--- src/rtl/ddr3_phy_pkg.sv ---
`default_nettype none
// ============================================================================
// Module   : ddr3_phy_pkg
// Brief    : Shared types and constants for the DDR3 CA lane driver slice:
//            delay sequencer state encoding, tap width, default timing
//            constants and a saturating tap-step helper.
// Revision : 1.0 - initial release
// ============================================================================
package ddr3_phy_pkg;

    // Width of the tracked delay-line tap estimate
    localparam int TAP_W = 8;

    // Default settle wait after each delay-line move
    localparam int DEFAULT_SETTLE_CYCLES = 4;

    // Default tap value matching the IOD's static TX delay
    localparam int DEFAULT_INIT_TAP = 1;

    // Delay sequencer states
    typedef enum logic [2:0] {
        ST_IDLE   = 3'd0,
        ST_LOAD   = 3'd1,
        ST_MOVE   = 3'd2,
        ST_SETTLE = 3'd3,
        ST_DONE   = 3'd4
    } dly_state_t;

    // One tap step in the requested direction, clamped to the tap range
    function automatic logic [TAP_W-1:0] tap_step(input logic [TAP_W-1:0] tap,
                                                  input logic             inc);
        if (inc) begin
            return (tap == '1) ? tap : tap + 1'b1;
        end
        return (tap == '0) ? tap : tap - 1'b1;
    endfunction

endpackage : ddr3_phy_pkg
`default_nettype wire

--- src/rtl/ddr3_dly_step_fsm.sv ---
`default_nettype none
// ============================================================================
// Module   : ddr3_dly_step_fsm
// Brief    : Request/acknowledge sequencer that steps the IOD output delay
//            line N taps (or reloads it), waiting a settle period after each
//            move and sampling out-of-range before committing the step.
//            Also keeps the tap estimate and the sticky out-of-range flag.
// Revision : 1.0 - initial release
// ============================================================================
module ddr3_dly_step_fsm
    import ddr3_phy_pkg::*;
#(
    parameter int SETTLE_CYCLES = DEFAULT_SETTLE_CYCLES,
    parameter int INIT_TAP      = DEFAULT_INIT_TAP
) (
    input  logic             i_clk,
    input  logic             i_rst_n,
    input  logic             i_req,
    input  logic             i_dir,
    input  logic [TAP_W-1:0] i_steps,
    input  logic             i_load_req,
    input  logic             i_out_of_range,
    output logic             o_busy,
    output logic             o_done,
    output logic             o_oor,
    output logic [TAP_W-1:0] o_tap,
    output logic             o_move,
    output logic             o_direction,
    output logic             o_load
);

    localparam logic [3:0]       C_SETTLE_LOAD = 4'(SETTLE_CYCLES);
    localparam logic [TAP_W-1:0] C_INIT_TAP    = TAP_W'(INIT_TAP);

    dly_state_t       r_state,      w_state_nxt;
    logic [TAP_W-1:0] r_remaining,  w_remaining_nxt;
    logic [3:0]       r_settle_cnt, w_settle_cnt_nxt;
    logic [TAP_W-1:0] r_tap,        w_tap_nxt;
    logic             r_oor,        w_oor_nxt;
    logic             r_dir,        w_dir_nxt;

    // State and sequencer bookkeeping registers; reset aborts any sequence
    always_ff @(posedge i_clk or negedge i_rst_n) begin
        if (!i_rst_n) begin
            r_state      <= ST_IDLE;
            r_remaining  <= '0;
            r_settle_cnt <= '0;
            r_tap        <= C_INIT_TAP;
            r_oor        <= 1'b0;
            r_dir        <= 1'b0;
        end else begin
            r_state      <= w_state_nxt;
            r_remaining  <= w_remaining_nxt;
            r_settle_cnt <= w_settle_cnt_nxt;
            r_tap        <= w_tap_nxt;
            r_oor        <= w_oor_nxt;
            r_dir        <= w_dir_nxt;
        end
    end

    // Next-state logic: load wins over move in IDLE, requests ignored elsewhere
    always_comb begin
        w_state_nxt      = r_state;
        w_remaining_nxt  = r_remaining;
        w_settle_cnt_nxt = r_settle_cnt;
        w_tap_nxt        = r_tap;
        w_oor_nxt        = r_oor;
        w_dir_nxt        = r_dir;

        case (r_state)
            ST_IDLE: begin
                if (i_load_req) begin
                    w_state_nxt = ST_LOAD;
                end else if (i_req) begin
                    w_dir_nxt       = i_dir;
                    w_remaining_nxt = i_steps;
                    w_state_nxt     = (i_steps == '0) ? ST_DONE : ST_MOVE;
                end
            end

            ST_LOAD: begin
                w_tap_nxt   = C_INIT_TAP;
                w_oor_nxt   = 1'b0;
                w_state_nxt = ST_DONE;
            end

            ST_MOVE: begin
                w_settle_cnt_nxt = C_SETTLE_LOAD;
                w_state_nxt      = ST_SETTLE;
            end

            ST_SETTLE: begin
                if (r_settle_cnt == 4'd1) begin
                    // Delay line has settled: commit the step or abort on range error
                    w_settle_cnt_nxt = '0;
                    if (i_out_of_range) begin
                        w_oor_nxt       = 1'b1;
                        w_remaining_nxt = '0;
                        w_state_nxt     = ST_DONE;
                    end else begin
                        w_tap_nxt       = tap_step(r_tap, r_dir);
                        w_remaining_nxt = r_remaining - 1'b1;
                        w_state_nxt     = (r_remaining == TAP_W'(1)) ? ST_DONE : ST_MOVE;
                    end
                end else begin
                    w_settle_cnt_nxt = r_settle_cnt - 1'b1;
                end
            end

            ST_DONE: begin
                w_state_nxt = ST_IDLE;
            end

            default: begin
                w_state_nxt = ST_IDLE;
            end
        endcase
    end

    assign o_busy      = (r_state != ST_IDLE);
    assign o_done      = (r_state == ST_DONE);
    assign o_move      = (r_state == ST_MOVE);
    assign o_load      = (r_state == ST_LOAD);
    assign o_direction = r_dir;
    assign o_oor       = r_oor;
    assign o_tap       = r_tap;

endmodule : ddr3_dly_step_fsm
`default_nettype wire

--- src/rtl/ddr3_ca_lane_driver.sv ---
`default_nettype none
// ============================================================================
// Module   : ddr3_ca_lane_driver
// Brief    : Fabric-side driver for one DDR3 address/command pin. Registers
//            the four DFI phase bits and the replicated drive enable into the
//            IOD 4:1 TX/OE gearing, and hosts the delay-line step sequencer.
// Revision : 1.0 - initial release
// ============================================================================
module ddr3_ca_lane_driver
    import ddr3_phy_pkg::*;
#(
    parameter int TX_LATENCY    = 1,
    parameter int SETTLE_CYCLES = DEFAULT_SETTLE_CYCLES,
    parameter int INIT_TAP      = DEFAULT_INIT_TAP
) (
    input  logic             FAB_CLK,
    input  logic             ARST_N,
    input  logic [3:0]       DFI_ADDR_P,
    input  logic             DFI_OE,
    output logic [3:0]       TX_DATA_0,
    output logic [3:0]       OE_DATA_0,
    input  logic             DLY_REQ,
    input  logic             DLY_DIR,
    input  logic [TAP_W-1:0] DLY_STEPS,
    input  logic             DLY_LOAD_REQ,
    output logic             DLY_BUSY,
    output logic             DLY_DONE,
    output logic             DLY_OOR,
    output logic [TAP_W-1:0] DLY_TAP,
    output logic             DELAY_LINE_MOVE_0,
    output logic             DELAY_LINE_DIRECTION_0,
    output logic             DELAY_LINE_LOAD_0,
    input  logic             DELAY_LINE_OUT_OF_RANGE_0
);

    // Stage 0 captures the DFI inputs; the last stage feeds the IOD directly
    logic [TX_LATENCY-1:0][3:0] r_tx_pipe;
    logic [TX_LATENCY-1:0][3:0] r_oe_pipe;

    // TX/OE shift pipeline, independent of the delay sequencer
    always_ff @(posedge FAB_CLK or negedge ARST_N) begin
        if (!ARST_N) begin
            r_tx_pipe <= '0;
            r_oe_pipe <= '0;
        end else begin
            r_tx_pipe[0] <= DFI_ADDR_P;
            r_oe_pipe[0] <= {4{DFI_OE}};
            for (int i = 1; i < TX_LATENCY; i++) begin
                r_tx_pipe[i] <= r_tx_pipe[i-1];
                r_oe_pipe[i] <= r_oe_pipe[i-1];
            end
        end
    end

    assign TX_DATA_0 = r_tx_pipe[TX_LATENCY-1];
    assign OE_DATA_0 = r_oe_pipe[TX_LATENCY-1];

    ddr3_dly_step_fsm #(
        .SETTLE_CYCLES (SETTLE_CYCLES),
        .INIT_TAP      (INIT_TAP)
    ) u_dly_step_fsm (
        .i_clk          (FAB_CLK),
        .i_rst_n        (ARST_N),
        .i_req          (DLY_REQ),
        .i_dir          (DLY_DIR),
        .i_steps        (DLY_STEPS),
        .i_load_req     (DLY_LOAD_REQ),
        .i_out_of_range (DELAY_LINE_OUT_OF_RANGE_0),
        .o_busy         (DLY_BUSY),
        .o_done         (DLY_DONE),
        .o_oor          (DLY_OOR),
        .o_tap          (DLY_TAP),
        .o_move         (DELAY_LINE_MOVE_0),
        .o_direction    (DELAY_LINE_DIRECTION_0),
        .o_load         (DELAY_LINE_LOAD_0)
    );

endmodule : ddr3_ca_lane_driver
`default_nettype wire

--- config.mk ---
export PLATFORM = sky130hd
export DESIGN_NAME = ddr3_ca_lane_driver
export DESIGN_NICKNAME = d
export VERILOG_FILES = /design/src/rtl/ddr3_phy_pkg.sv /design/src/rtl/ddr3_dly_step_fsm.sv /design/src/rtl/ddr3_ca_lane_driver.sv
export SDC_FILE = /design/constraint.sdc
export NUM_CORES = 1
export LEC_CHECK = 0
export BUFFER_PORTS_ARGS = -buffer_cell sky130_fd_sc_hd__buf_2
export CAP_MARGIN = 10
export CELL_PAD_IN_SITES_DETAIL_PLACEMENT = 0
export CELL_PAD_IN_SITES_GLOBAL_PLACEMENT = 1
export CORE_MARGIN = 8
export CORE_UTILIZATION = 44
export DETAILED_ROUTE_END_ITERATION = 10
export PLACE_DENSITY = 0.92
export SYNTH_ARGS = -nofsm -noshare
export SYNTH_HDL_FRONTEND = slang
export SYNTH_SLANG_ARGS = --single-unit
--- constraint.sdc ---
create_clock -name FAB_CLK -period 6.3 [get_ports FAB_CLK]
set_input_delay 0.945 -clock FAB_CLK [delete_from_list [all_inputs] [get_ports FAB_CLK]]
set_output_delay 0.945 -clock FAB_CLK [all_outputs]
set_load 0.005 [all_outputs]
## Word level (Yosys, flattened, before mapping)

Cells that the tools add are included.

- Logic and storage cells: 68
- Register bits: 30

- Bitwise gates (word level): 1
- Eq/ne operators: 15
- $add $sub $neg: 4
- Multiplexer cells: 28
- Reduce and logical (&&, ||, !) cells: 12

Operators by type and width:

| operator | count |
|---|---|
| $mux 8 | 10 |
| $pmux 8 s2 | 2 |
| $mux 3 | 6 |
| $logic_not 8->1 | 2 |
| $sub 8x1->8 const B | 2 |
| $pmux 3 s4 | 1 |
| $add 8x1->8 const B | 1 |
| $eq 8x1->1 const B | 1 |
| $eq 8x8->1 const B | 1 |
| $ne 2x2->1 const B | 4 |
| $pmux 4 s2 | 1 |
| $eq 3x2->1 const B | 2 |
| $mux 1 | 6 |
| $reduce_and 3->1 | 2 |
| $reduce_bool 2->1 | 3 |
| $reduce_and 5->1 | 1 |
| $eq 4x1->1 const B | 1 |
| $mux 4 | 1 |
| $ne 4x4->1 const B | 1 |
| $reduce_and 4->1 | 1 |
| $sub 4x1->4 const B | 1 |
| $eq 3x1->1 const B | 1 |
| $eq 3x3->1 const B | 1 |
| $logic_not 3->1 | 1 |
| 7 further kinds | 7 |

## Logic depth before layout (Yosys ltp)

- Depth after elaboration: 8
- Mapped depth: 9
- Mapped depth without buffers: 7

## Modules after synthesis

A second synthesis with hierarchy kept.

- Cell total of the unflattened synthesis: 215
- Area total of the unflattened synthesis: 1895.6 um^2

Modules (own cells, without submodules):

| module | area an instance (um^2) | cells an instance | instances |
|---|---|---|---|
| ddr3_dly_step_fsm | 1747.9 | 207 | 1 |
| ddr3_ca_lane_driver | 147.6 | 8 | 1 |

## Worst setup path after synthesis

No wires, ideal clock.

- Path kind: register -> register
- Start point: register u_dly_step_fsm.r_dir, in the netlist u_dly_step_fsm.o_direction
- End point: register u_dly_step_fsm.r_tap[6], in the netlist u_dly_step_fsm.o_tap[6]
- Cell stages (with the launch flop): 8
- Required time: 6180 ps
- Data arrival time: 1954 ps
- Buffers on the path: 0
- Path slack: 4226 ps
- Cell sequence: dfrtp_1 > inv_1 > ha_1 > nor2b_1 > o31a_1 > o21a_1 > or3_1 > a41o_1

- Longest elaborated chain between the ends: 8
- Elaborated cells on any way between the ends: 11
- Classes of those cells: eq/ne: 2; mux: 8; reduce/logical: 1

RTL lines:

| what | line | source |
|---|---|---|
| start: declaration | ddr3_dly_step_fsm.sv:40 | `logic r_dir, w_dir_nxt;` |
| start signal: assignment | ddr3_dly_step_fsm.sv:57 | `r_dir <= w_dir_nxt;` |
| $mux 1 | ddr3_phy_pkg.sv:32 | `if (inc) begin` |
| $mux 1 | ddr3_dly_step_fsm.sv:96 | `if (i_out_of_range) begin` |
| $mux 1 | ddr3_dly_step_fsm.sv:93 | `if (r_settle_cnt == 4'd1) begin` |
| $mux 1 | ddr3_dly_step_fsm.sv:70 | `case (r_state)` |
| $mux 8 | ddr3_phy_pkg.sv:35 | `return (tap == '0) ? tap : tap - 1'b1;` |
| $mux 8 | ddr3_dly_step_fsm.sv:96 |  |
| $mux 8 | ddr3_dly_step_fsm.sv:93 |  |
| $pmux 8 s2 | ddr3_dly_step_fsm.sv:70 |  |
| end signal: assignment | ddr3_dly_step_fsm.sv:55 | `r_tap <= w_tap_nxt;` |
| end: declaration | ddr3_dly_step_fsm.sv:38 | `logic [TAP_W-1:0] r_tap, w_tap_nxt;` |

Several ways; a longest one is shown, not always the timed one. The select of a mux whose other input is x is not followed.
A chain may end at the register's enable or synchronous reset.

## Worst setup path after layout

- Start point: register u_dly_step_fsm.r_state[1]
- End point: output DLY_BUSY

- Longest elaborated chain between the ends: 1

RTL lines:

| what | line | source |
|---|---|---|
| start: declaration | ddr3_dly_step_fsm.sv:35 | `dly_state_t r_state, w_state_nxt;` |
| start signal: assignment | ddr3_dly_step_fsm.sv:52 | `r_state <= w_state_nxt;` |
| $reduce_bool 3->1 | ddr3_dly_step_fsm.sv:120 | `assign o_busy = (r_state != ST_IDLE);` |
| end: declaration | ddr3_ca_lane_driver.sv:26 | `output logic DLY_BUSY,` |

No other way between the ends.

==> Implementation_results.wiki <==
{| class="wikitable"
! Metric !! Value
|-
| I/O pin count || 41
|-
| Number of register bits inferred by synthesis || 30
|-
| Via-per-instance ratio || 5.571
|-
| Total via count after detailed routing || 1,610
|-
| Top cell types by occurrence after synthesis || 29 x sky130_fd_sc_hd__dfrtp_1, 20 x sky130_fd_sc_hd__nor2_1, 18 x sky130_fd_sc_hd__o21ai_0, 13 x sky130_fd_sc_hd__inv_1, 10 x sky130_fd_sc_hd__ha_1
|-
| Most frequently used flop master after synthesis || sky130_fd_sc_hd__dfrtp_1
|-
| Number of buffers created by CTS || 5
|-
| Area growth from synthesis to layout || 13.48%
|-
| Clock-pin slew on the worst setup and hold paths || 0.06 ns
|-
| Internal || 0.5799 mW
|-
| Clock power share || 0.141
|-
| Antenna violations before repair || 0
|-
| Gate power share || 0.512
|-
| Number of detailed-route iterations in the first pass || 4
|-
| Post-Synthesis Net Count || 231
|-
| FFs w/ async S/R, synth || 1.000
|-
| Placeable Area || 4234 sq um
|-
| Cell with the most instances after synthesis || sky130_fd_sc_hd__dfrtp_1
|-
| Clock Tree Buf Depth || 2
|-
| Detailed-route DRC error count || 0
|-
| Startpoint type of the worst setup path || flop
|-
| Fraction of layout instances using a drive strength above 1 || 0.2363
|-
| Final setup viols || 0
|-
| Unique masters post-synth || 52
|-
| Iteration-0 DRC Markers || 91
|-
| Run status || completed
|-
| Required arrival time at the worst endpoint || 5.35 ns
|-
| Part of the power in registers || 0.347
|-
| Critical Path Sink Type || output port
|-
| RSZ-0062 raised after global routing || false
|-
| I/O Buffers || 40
|-
| Peak supply drop || 0.1930 mV
|-
| End of the worst hold path || u_dly_step_fsm.r_remaining[7]
|-
| Die area || 6632 sq um
|-
| Critical path start-end classification || reg2out
|-
| Final count of hold timing violations || 0
|-
| Initial core utilization || 0.4450
|-
| Most area-consuming cells after synthesis || sky130_fd_sc_hd__dfrtp_1 39%, sky130_fd_sc_hd__ha_1 6.6%, sky130_fd_sc_hd__o21ai_0 4.8%, sky130_fd_sc_hd__nor2_1 4.0%, sky130_fd_sc_hd__inv_1 2.6%
|-
| Hold Path Stages || 2
|-
| Maximum number of pins on one net before global-route repair || 31
|-
| Routed wire per std cell || 15.01 um
|-
| Maximum level of the CTS H-tree || 2
|-
| Remaining global-route overflow || 0
|-
| Total setup buffers inserted after CTS || 0
|-
| Global routing usage summed across all routing layers || 0.1409
|-
| Wire length of the first global-routing pass || 7293 um
|-
| Reported leakage power || 0.9968 nW
|-
| DRT Wirelength || 4338 um
|-
| Number of enable-type register cells in the synthesized netlist || 0
|-
| Proportion of synthesized chip area in sequential cells || 0.3991
|-
| Clock latency on the worst-skew pair || 0.28 ns
|-
| Max Clock Skew || 0.003176 ns
|-
| TritonCTS clock tree || built
|-
| CTS sink count || 30
|-
| Critical R2R Capture || u_dly_step_fsm.o_tap[6]
|-
| Post-layout net count || 266
|-
| Number of diodes || 0
|-
| Floorplan row count || 24
|-
| Number of slew-limit violations in the final report || 0
|-
| Switching power share of the total || 0.4438
|-
| Die X-Extent || 81.44 um
|-
| Power density cells || 487.5 nW/um^2
|-
| Timing-limited maximum frequency || 0.4265 GHz
|-
| Max FO, Critical Path || 11
|-
| Number of cell instances on the worst register-to-register path || 7
|-
| Routability congestion estimate || 0.8730
|-
| Startpoint of the most critical register-to-register path || u_dly_step_fsm.o_direction
|-
| Post-placement worst setup slack || 3.784 ns
|-
| Yosys warnings || 0
|-
| Number of standard cells after synthesis || 201
|-
| Number of maximum-capacitance constraint violations || 0
|-
| Arrival time at the worst endpoint || 1.40 ns
|-
| Number of nets still failing antenna checks after routing || 0
|-
| Hold path start || u_dly_step_fsm.r_remaining[7]
|-
| Syn Std Cell Area || 1884 sq um
|-
| Worst hold path type || reg2reg
|-
| Area share of the largest cell type after synthesis || 0.3851
|-
| Setup ws final || 3.955 ns
|-
| Most area-hungry cell type in the Yosys netlist || sky130_fd_sc_hd__dfrtp_1
|-
| Net switching power || 0.4627 mW
|-
| Fraction of the cycle the final worst path needs || 0.3722
|-
| Shortest clock period the worst path allows after layout || 2.345 ns
|-
| CTS resizes || 0
|-
| Synthesized area per cell || 9.375 sq um
|-
| Number of global-route vias before repair || 1,589
|-
| Worst max-slew margin expressed relative to the limit || 0.5549
|-
| Die height || 81.44 um
|-
| Slew of the pin with the lowest slew margin || 0.6677 ns
|-
| Worst-case register-to-register setup slack || 4.01 ns
|-
| Clock root buffer || sky130_fd_sc_hd__clkbuf_8
|-
| Post-detail-place hpwl || 3319 um
|-
| Count of hold-fix buffers inserted at cts || 0
|-
| Setup TNS || 0 ns
|}
## sequential cells by signal, indices dropped and copies added (netlist names)
name                         flops
u_dly_step_fsm.o_oor             1
u_dly_step_fsm.r_settle_cnt      4
u_dly_step_fsm.o_direction       1
u_dly_step_fsm.r_remaining       8
u_dly_step_fsm.o_tap             8
u_dly_step_fsm.r_state           3
TX_DATA_0                        4
OE_DATA_0                        1
## how the worst max path moves through the flow
stage / slack [ns] / from / to
after floorplan: 4.23 / u_dly_step_fsm.o_direction / u_dly_step_fsm.o_tap[6]
after global placement: 3.83 / DELAY_LINE_OUT_OF_RANGE_0 / u_dly_step_fsm.o_tap[4]
after detailed placement: 3.78 / DELAY_LINE_OUT_OF_RANGE_0 / u_dly_step_fsm.o_tap[4]
after CTS: 3.94 / u_dly_step_fsm.r_state[1] / DLY_BUSY
after global routing: 3.86 / u_dly_step_fsm.r_state[0] / DLY_BUSY
final: 3.96 / u_dly_step_fsm.r_state[1] / DLY_BUSY
## metrics by stage
stage / power (mW) / std cells / area (sq um) / util / hold WS (ns)
6_report: 1.043 / 289 / 2138 / 0.5050 / 0.5159
4_1_cts: 1.049 / 289 / 2138 / 0.5050 / 0.5247
3_3_place_gp: 0.8896 / 281 / 2056 / 0.4855 / 0.4938
5_1_grt: 1.145 / 289 / 2138 / 0.5050 / 0.5507
3_5_place_dp: 0.8979 / 281 / 2056 / 0.4855 / 0.5097
2_1_floorplan: 0.7809 / 201 / 1884 / - / 0.4703
## area by class of cell
cell class                      instances  area, sq um
Tap cell                               52        65.06
Inverter                               13        48.80
Timing Repair Buffer                   40        200.2
Sequential cell                        30        752.0
Clock inverter                          2        10.01
Clock buffer                            6        72.57
Fill cell                             410         2096
Multi-Input combinational cell        146        989.7
## placed cells by master (no fill, tap or decap), types with 2 or more instances in the layout
cell	n
sky130_fd_sc_hd__a211oi_1	3
sky130_fd_sc_hd__a31oi_1	4
sky130_fd_sc_hd__xor2_1	2
sky130_fd_sc_hd__clkinv_2	2
sky130_fd_sc_hd__o21a_1	3
sky130_fd_sc_hd__o31a_1	2
sky130_fd_sc_hd__nor2b_1	4
sky130_fd_sc_hd__nor3_1	3
sky130_fd_sc_hd__nand3_1	4
sky130_fd_sc_hd__nand2_1	7
sky130_fd_sc_hd__xnor2_1	2
sky130_fd_sc_hd__o21ai_0	18
sky130_fd_sc_hd__nor2_1	20
sky130_fd_sc_hd__dfrtp_1	29
sky130_fd_sc_hd__a21oi_1	8
sky130_fd_sc_hd__or3_1	4
sky130_fd_sc_hd__buf_2	40
sky130_fd_sc_hd__o21ai_1	8
sky130_fd_sc_hd__inv_1	13
sky130_fd_sc_hd__nor4_1	6
sky130_fd_sc_hd__o31ai_1	2
sky130_fd_sc_hd__clkbuf_8	5
sky130_fd_sc_hd__ha_1	10
sky130_fd_sc_hd__nand4_1	4
sky130_fd_sc_hd__a22oi_1	3
sky130_fd_sc_hd__nand2b_1	4
sky130_fd_sc_hd__mux2_4	2
## critical path, stage by stage (launching register included)
cell,delay (ns)
sky130_fd_sc_hd__dfrtp_1,0.53
sky130_fd_sc_hd__or3_1,0.45
sky130_fd_sc_hd__buf_2,0.14
## routing by layer
layer  vias to the layer above  wire, um  global-route usage
li1                        812         -                   -
met1                       759      2139              0.1868
met2                        35      1908              0.2084
met3                         4       249             0.04595
met4                         0        41             0.05357
met5                         -         0                   0
## kinds of logic (layout without fill, tap and decap cells)
group	Yosys count	in the layout	synth area share
buf+inv	25	61	0.07569
mux	2	2	0.01594
fa+ha+maj	11	11	0.07703
compound gates	62	62	0.2072
flops	30	30	0.3991
xor+xnor	4	4	0.01860
simple gates	67	67	0.2065
## power groups by stage
| stage | clock network (mW) | logic, mW | registers, mW |
|---|---|---|---|
| after global placement | 0 | 0.527 | 0.362 |
| final | 0.147 | 0.534 | 0.361 |
| after global routing | 0.163 | 0.606 | 0.376 |
| after CTS | 0.151 | 0.538 | 0.360 |
| after floorplan | 0 | 0.455 | 0.326 |
| after detailed placement | 0 | 0.534 | 0.364 |
Power figures use the tool's default switching activity.
